<file path="src/rtl/mod_addsub_seq_if.sv">
// Valid/ready bus for the limb-serial modular adder/subtractor.
// master drives operands and downstream ready; slave is the arithmetic block.
interface mod_addsub_seq_if #(
    parameter int WIDTH = 256
);
    logic [WIDTH-1:0] a;
    logic [WIDTH-1:0] b;
    logic [WIDTH-1:0] p;
    logic             sub;
    logic             valid_in;
    logic             ready_out;
    logic [WIDTH-1:0] s;
    logic             cout;
    logic             valid_out;
    logic             ready_in;

    modport master (
        output a, b, p, sub, valid_in, ready_in,
        input  s, cout, valid_out, ready_out
    );

    modport slave (
        input  a, b, p, sub, valid_in, ready_in,
        output s, cout, valid_out, ready_out
    );
endinterface

</file>
<file path="src/rtl/mod_addsub_seq.sv">
// Limb-serial (a +/- b) mod p; one LIMB-bit carry chain reused for every pass.
// MOD_REDUCE_EN adds the reduction pass; without it s is the plain wrap result.
module mod_addsub_seq #(
    parameter int WIDTH = 256,
    parameter int LIMB  = 64
) (
    input logic            clk,
    input logic            reset,
    mod_addsub_seq_if.slave bus
);
    localparam int NLIMB = WIDTH / LIMB;
    localparam int CW    = (NLIMB > 1) ? $clog2(NLIMB) : 1;

    typedef enum logic [1:0] {
        IDLE,
        ARITH,
        REDUCE,
        DONE
    } state_t;

    state_t state;
    state_t state_nxt;

    logic [WIDTH-1:0] a_sh;
    logic [WIDTH-1:0] b_sh;
    logic [WIDTH-1:0] r_sh;
    logic [CW-1:0]    cnt;
    logic             carry;
    logic             sub_q;
    logic [WIDTH-1:0] s_q;
    logic             cout_q;
    logic             valid_q;

    logic             accept;
    logic             last;
    logic [LIMB-1:0]  opx;
    logic [LIMB-1:0]  opy;
    logic [LIMB:0]    sum;
    logic [WIDTH+LIMB-1:0] r_cat;
    logic [WIDTH-1:0] r_next;

    assign bus.ready_out = (state == IDLE);
    assign bus.s         = s_q;
    assign bus.cout      = cout_q;
    assign bus.valid_out = valid_q;

    assign accept = bus.valid_in && (state == IDLE);
    assign last   = (cnt == CW'(NLIMB - 1));

    // New limbs enter at the top so limb 0 ends up at the bottom
    assign r_cat  = {sum[LIMB-1:0], r_sh};
    assign r_next = r_cat[WIDTH+LIMB-1:LIMB];

`ifdef MOD_REDUCE_EN
    logic [WIDTH-1:0] t_sh;
    logic             raw;
    logic [WIDTH-1:0] p_sh;
    logic [WIDTH+LIMB-1:0] t_cat;
    logic [WIDTH+LIMB-1:0] rot_cat;
    logic [WIDTH-1:0] t_next;
    logic [WIDTH-1:0] r_rot;
    logic             take_t;

    assign p_sh    = bus.p >> (int'(cnt) * LIMB);
    assign t_cat   = {sum[LIMB-1:0], t_sh};
    assign t_next  = t_cat[WIDTH+LIMB-1:LIMB];
    // r is rotated so it is intact again after the last reduce limb
    assign rot_cat = {r_sh[LIMB-1:0], r_sh};
    assign r_rot   = rot_cat[WIDTH+LIMB-1:LIMB];
    assign take_t  = sub_q ? raw : (raw | sum[LIMB]);
`else
    logic p_unused;
    assign p_unused = ^bus.p;
`endif

    always_comb begin
        opx = a_sh[LIMB-1:0];
        opy = b_sh[LIMB-1:0] ^ {LIMB{sub_q}};
`ifdef MOD_REDUCE_EN
        if (state == REDUCE) begin
            opx = r_sh[LIMB-1:0];
            opy = p_sh[LIMB-1:0] ^ {LIMB{~sub_q}};
        end
`endif
        sum = {1'b0, opx} + {1'b0, opy} + {{LIMB{1'b0}}, carry};
    end

    always_ff @(posedge clk or posedge reset) begin
        if (reset) state <= IDLE;
        else       state <= state_nxt;
    end

    always_comb begin
        state_nxt = state;
        unique case (state)
            IDLE:   if (accept) state_nxt = ARITH;
`ifdef MOD_REDUCE_EN
            ARITH:  if (last) state_nxt = REDUCE;
            REDUCE: if (last) state_nxt = DONE;
`else
            ARITH:  if (last) state_nxt = DONE;
            REDUCE: state_nxt = IDLE;
`endif
            DONE:   if (bus.ready_in) state_nxt = IDLE;
            default: state_nxt = IDLE;
        endcase
    end

    always_ff @(posedge clk or posedge reset) begin
        if (reset) begin
            a_sh    <= '0;
            b_sh    <= '0;
            r_sh    <= '0;
            cnt     <= '0;
            carry   <= 1'b0;
            sub_q   <= 1'b0;
            s_q     <= '0;
            cout_q  <= 1'b0;
            valid_q <= 1'b0;
`ifdef MOD_REDUCE_EN
            t_sh    <= '0;
            raw     <= 1'b0;
`endif
        end else begin
            unique case (state)
                IDLE: begin
                    if (accept) begin
                        a_sh  <= bus.a;
                        b_sh  <= bus.b;
                        sub_q <= bus.sub;
                        carry <= bus.sub;
                        cnt   <= '0;
                    end
                end
                ARITH: begin
                    a_sh  <= a_sh >> LIMB;
                    b_sh  <= b_sh >> LIMB;
                    r_sh  <= r_next;
                    carry <= sum[LIMB];
                    cnt   <= last ? '0 : cnt + 1'b1;
                    if (last) begin
`ifdef MOD_REDUCE_EN
                        raw   <= sum[LIMB] ^ sub_q;
                        carry <= ~sub_q;
`else
                        s_q     <= r_next;
                        cout_q  <= sum[LIMB] ^ sub_q;
                        valid_q <= 1'b1;
`endif
                    end
                end
`ifdef MOD_REDUCE_EN
                REDUCE: begin
                    r_sh  <= r_rot;
                    t_sh  <= t_next;
                    carry <= sum[LIMB];
                    cnt   <= last ? '0 : cnt + 1'b1;
                    if (last) begin
                        s_q     <= take_t ? t_next : r_rot;
                        cout_q  <= raw;
                        valid_q <= 1'b1;
                    end
                end
`else
                REDUCE: ;
`endif
                DONE: begin
                    if (bus.ready_in) valid_q <= 1'b0;
                end
                default: ;
            endcase
        end
    end
endmodule

</file>
<file path="src/flat_wrapper.sv">
// flat-port wrapper written by rule: the top's interface ports become plain ports
module mod_addsub_seq_flat 
#(
    parameter int WIDTH = 256,
    parameter int LIMB  = 64
)
  (clk, reset, bus_a, bus_b, bus_p, bus_sub, bus_valid_in, bus_ready_in, bus_s, bus_cout, bus_valid_out, bus_ready_out);
  mod_addsub_seq_if #(.WIDTH(WIDTH)) bus_i ();
  input logic clk;
  input logic reset;
  input wire logic [$bits(bus_i.a)-1:0] bus_a;
  input wire logic [$bits(bus_i.b)-1:0] bus_b;
  input wire logic [$bits(bus_i.p)-1:0] bus_p;
  input wire logic [$bits(bus_i.sub)-1:0] bus_sub;
  input wire logic [$bits(bus_i.valid_in)-1:0] bus_valid_in;
  input wire logic [$bits(bus_i.ready_in)-1:0] bus_ready_in;
  output wire logic [$bits(bus_i.s)-1:0] bus_s;
  output wire logic [$bits(bus_i.cout)-1:0] bus_cout;
  output wire logic [$bits(bus_i.valid_out)-1:0] bus_valid_out;
  output wire logic [$bits(bus_i.ready_out)-1:0] bus_ready_out;
  assign bus_i.a = bus_a;
  assign bus_i.b = bus_b;
  assign bus_i.p = bus_p;
  assign bus_i.sub = bus_sub;
  assign bus_i.valid_in = bus_valid_in;
  assign bus_i.ready_in = bus_ready_in;
  assign bus_s = bus_i.s;
  assign bus_cout = bus_i.cout;
  assign bus_valid_out = bus_i.valid_out;
  assign bus_ready_out = bus_i.ready_out;
  mod_addsub_seq #(.WIDTH(WIDTH), .LIMB(LIMB)) u_core (.clk(clk), .reset(reset), .bus(bus_i));
endmodule
</file>
<file path="config.mk">
export PLATFORM = sky130hd
export DESIGN_NAME = mod_addsub_seq_flat
export DESIGN_NICKNAME = d
export VERILOG_FILES = /design/src/rtl/mod_addsub_seq_if.sv /design/src/rtl/mod_addsub_seq.sv /design/src/flat_wrapper.sv
export SDC_FILE = /design/constraint.sdc
export NUM_CORES = 2
export LEC_CHECK = 0
export ABC_AREA = 1
export CORE_AREA = 4 4 403 405
export CTS_CLUSTER_SIZE = 14
export DETAILED_ROUTE_END_ITERATION = 12
export DIE_AREA = 0 0 407 409
export SLEW_MARGIN = 10
export SYNTH_ARGS = -nofsm -noshare
export SYNTH_HDL_FRONTEND = slang
export SYNTH_SLANG_ARGS = --single-unit
</file>
<file path="constraint.sdc">
create_clock -name clk -period 81.3 [get_ports clk]
set_input_delay 16.26 -clock clk [delete_from_list [all_inputs] [get_ports clk]]
set_output_delay 16.26 -clock clk [all_outputs]
set_load 0.005 [all_outputs]
</file>
==> results.toml <==
[outcome]
outcome = "complete, no violations"

[worst_setup_path]
slowest_stage = "buf_4"
cp-start-kind = "primary input"
crit_chain = "buf_4 -> nand2_1 -> nand2_8 -> buf_4 -> buf_12 -> o211ai_1 -> o21ai_1"
critical_path_required_ps = 81920
critPathKind = "in2reg"
path_common_cell = "buf_4"
r2r_start = "u_core.state[0]"
cp.arrival_ps = 20000
crit_path_end_kind = "register"
worst_r2r_endpoint = "u_core.bus.s[133]"
r2r_setup_slack_ps = 76850
crit_path_end = "u_core.b_sh[122]"
worstRegToRegCells = 10
crit_start = "bus_valid_in"
max_stage_delay_ps = 920
crit_fanout = 201

[synth]
ys_async_sr_fraction = 1.00
synthesis.area_um2 = 46200
ys_seq_elements = 968
yosysTopAreaCellShare = 0.524
synthTopCellsByArea = "dfrtp_1 52%, nand2_1 18%, inv_1 5.9%"
synth_cell_types = 29
ys.flop_type = "dfrtp_1"
syn_avg_cell_area_um2 = 7.87
synth-edff-count = 0
synth_largest_area_cell = "dfrtp_1"
yosys.cell_count.top_type = "nand2_1"
synth_warnings = 0
synth_fp_nets = 6711
synth_common_cells = "2272 x nand2_1, 968 x dfrtp_1, 731 x inv_1"
syn_inst = 5872
seq_area_frac_synth = 0.524

[grt]
use_met1 = 0.277
grt_pass1_vias = 38348
grt_start_max_net_pins = 269
grt_overflow = 0
grt_first_pass_wirelength_um = 252000
antenna_found_initial = 45
busiest_layer = "met2"
met3_usage = 0.0408
met2_usage = 0.327
grt_use_total = 0.203

[place]
dp_hpwl_um = 131000
finalWeightedCongestion = 0.884
portBuffers = 775
dp_slack_ps = 61030
dpl.cell_count = 8435

[timing]
slew_headroom = 0.195
rsz0062_at_grt = "no"
setup_tns_ps = 0
drv_slew = 0
min_period_over_period = 0.238
setup_ws_ps = 61920
setup_violations = 0
tightest_slew_ps = 1210
max_freq_ghz = 0.0516
layout_min_cycle_time_ps = 19380
hold_violations = 0
finalClockSkew_ps = 84.0

[cts]
cts_buffers = 111
cts.path.max_buffers = 3
clk_latency_ps = 750
cts.sinks = 968
cts_hold_buffers = 0
post_cts_buffers = 0
htreeDepth = 3
cts_resized = 0
cts_tree = "done"
clk_pin_slew_worst_paths_ps = 60
cts.root.buffer_cell = "clkbuf_16"

[detailed_routing]
wl_per_cell_um = 20.1
num_vias = 39704
drt-pass1-iter-count = 5
routed_wl_um = 174000
drtAntennaViolNets = 0
dr.first_iter.drc_count = 3441
drc = 0
avgViaCountPerCell = 4.58

[floorplanning]
fp.dieH_um = 409
placementRows = 146
io_pins = 1032
fp.dieArea_um2 = 166000
core_area_um2 = 158000
start_util = 0.292
die_w_um = 407

[worst_hold_path]
hp-class = "reg2reg"
worstHoldStart = "u_core.bus.s[2]"
hold_path_depth = 2

[power_and_ir_drop]
irDropWorstVdd_mv = 0.0357
power.density_nw_per_um2 = 51.4
p_total_uw = 3050
total_leakage_power_uw = 0.0293

[finish]
nNetsFinal = 7315
layout-drive-gt1-share = 0.0343
area_growth_pct = 28.5
final_cells = 8662
num-fill-cells = 16483
layout.area.seq_um2 = 24200
multi_input_comb_area_um2 = 17900

[job]
maxCapViolations = 0
==> metal layers <==
layer / up-vias / routed length (um) / share of wire
met5: - / 197 / 0.0011
met4: 26 / 4310 / 0.025
met3: 222 / 10200 / 0.059
met2: 1023 / 80000 / 0.46
met1: 18719 / 79000 / 0.45
li1: 19714 / - / -
==> worst min path at each step <==
stage / to / slack, ps
2_1_floorplan: u_core.r_sh[100] / 440
3_3_place_gp: u_core.bus.s[2] / 450
3_5_place_dp: u_core.bus.s[2] / 460
4_1_cts: u_core.bus.s[2] / 470
5_1_grt: u_core.bus.s[29] / 480
6_report: u_core.bus.s[2] / 470
==> area by class of cell <==
| class | count | share of cell area |
|---|---|---|
| inverter | 741 | 0.0473 |
| sequential | 968 | 0.408 |
| tap | 2072 | 0.0437 |
| timing repair buffer | 809 | 0.137 |
| multi-input combinational | 3845 | 0.301 |
| antenna | 26 | 0.00110 |
| clock buffer | 173 | 0.0563 |
| clock inverter | 28 | 0.00651 |
==> logic make-up (layout without fill, tap and decap cells) <==
group,after synthesis,count (layout),synth area share
and+or+nand+nor,2665,2665,0.225
other,0,26,0
AOI/OAI and AO/OA,1020,1020,0.125
buffers and inverters,1059,1751,0.0899
xor gates and xnor gates,94,94,0.0178
adders and majority gates,66,66,0.0182
DFF,968,968,0.524
==> state kept, by name, indices dropped and copies added (netlist names) <==
| signal | count |
|---|---|
| u_core.sub_q | 1 |
| u_core.a_sh | 256 |
| u_core.state | 2 |
| u_core.r_sh | 192 |
| u_core.b_sh | 256 |
| u_core.bus.cout | 1 |
| u_core.carry | 1 |
| u_core.cnt | 2 |
| u_core.bus.s | 256 |
| u_core.bus.valid_out | 1 |
==> power by group <==
| group | leakage (uW) | switching, uW | internal (uW) | total (uW) |
|---|---|---|---|---|
| Combinational | 0.0153 | 1150 | 553 | 1710 |
| Sequential | 0.0122 | 129 | 709 | 839 |
| Clock | 0.00183 | 213 | 293 | 506 |
| Total | 0.0293 | 1500 | 1560 | 3050 |
==> through the flow <==
step                      cell area, um2  hold WS, ps  utilization
final                              59400          466        0.375
after floorplan                    46200          442            -
after detailed placement           55600          456        0.351
after global routing               59400          484        0.375
after CTS                          59300          471        0.375
after global placement             55600          454        0.351
==> worst max-delay path, delay by kind of cell <==
kind | cells | cell delay (ps)
AO/OA/AOI/OAI | 2 | 490
AND/OR/NAND/NOR | 2 | 980
buffers and inverters | 3 | 2040
==> cell usage in the layout, fill, tap and decap left out, types with 2 or more instances in the layout <==
master / n
clkbuf_1: 29
nor3_1: 13
inv_1: 730
o211ai_1: 257
nor2_4: 3
nor2_1: 113
clkdlybuf4s50_1: 774
o21ai_0: 233
nand2_1: 2272
clkinv_2: 13
a21oi_1: 39
inv_2: 4
nor4_1: 2
ha_1: 64
clkinv_4: 2
clkbuf_8: 33
xor2_1: 71
nand3b_1: 8
clkbuf_16: 111
o21ai_1: 489
bufinv_16: 3
or2_2: 2
diode_2: 26
clkinv_1: 3
nand4_1: 8
inv_8: 5
buf_12: 8
nor3_2: 2
fa_1: 2
xnor2_1: 23
clkinv_16: 5
nand3_1: 240
dfrtp_1: 967
buf_4: 27
No activity file was read; power rests on OpenSTA's default activity.
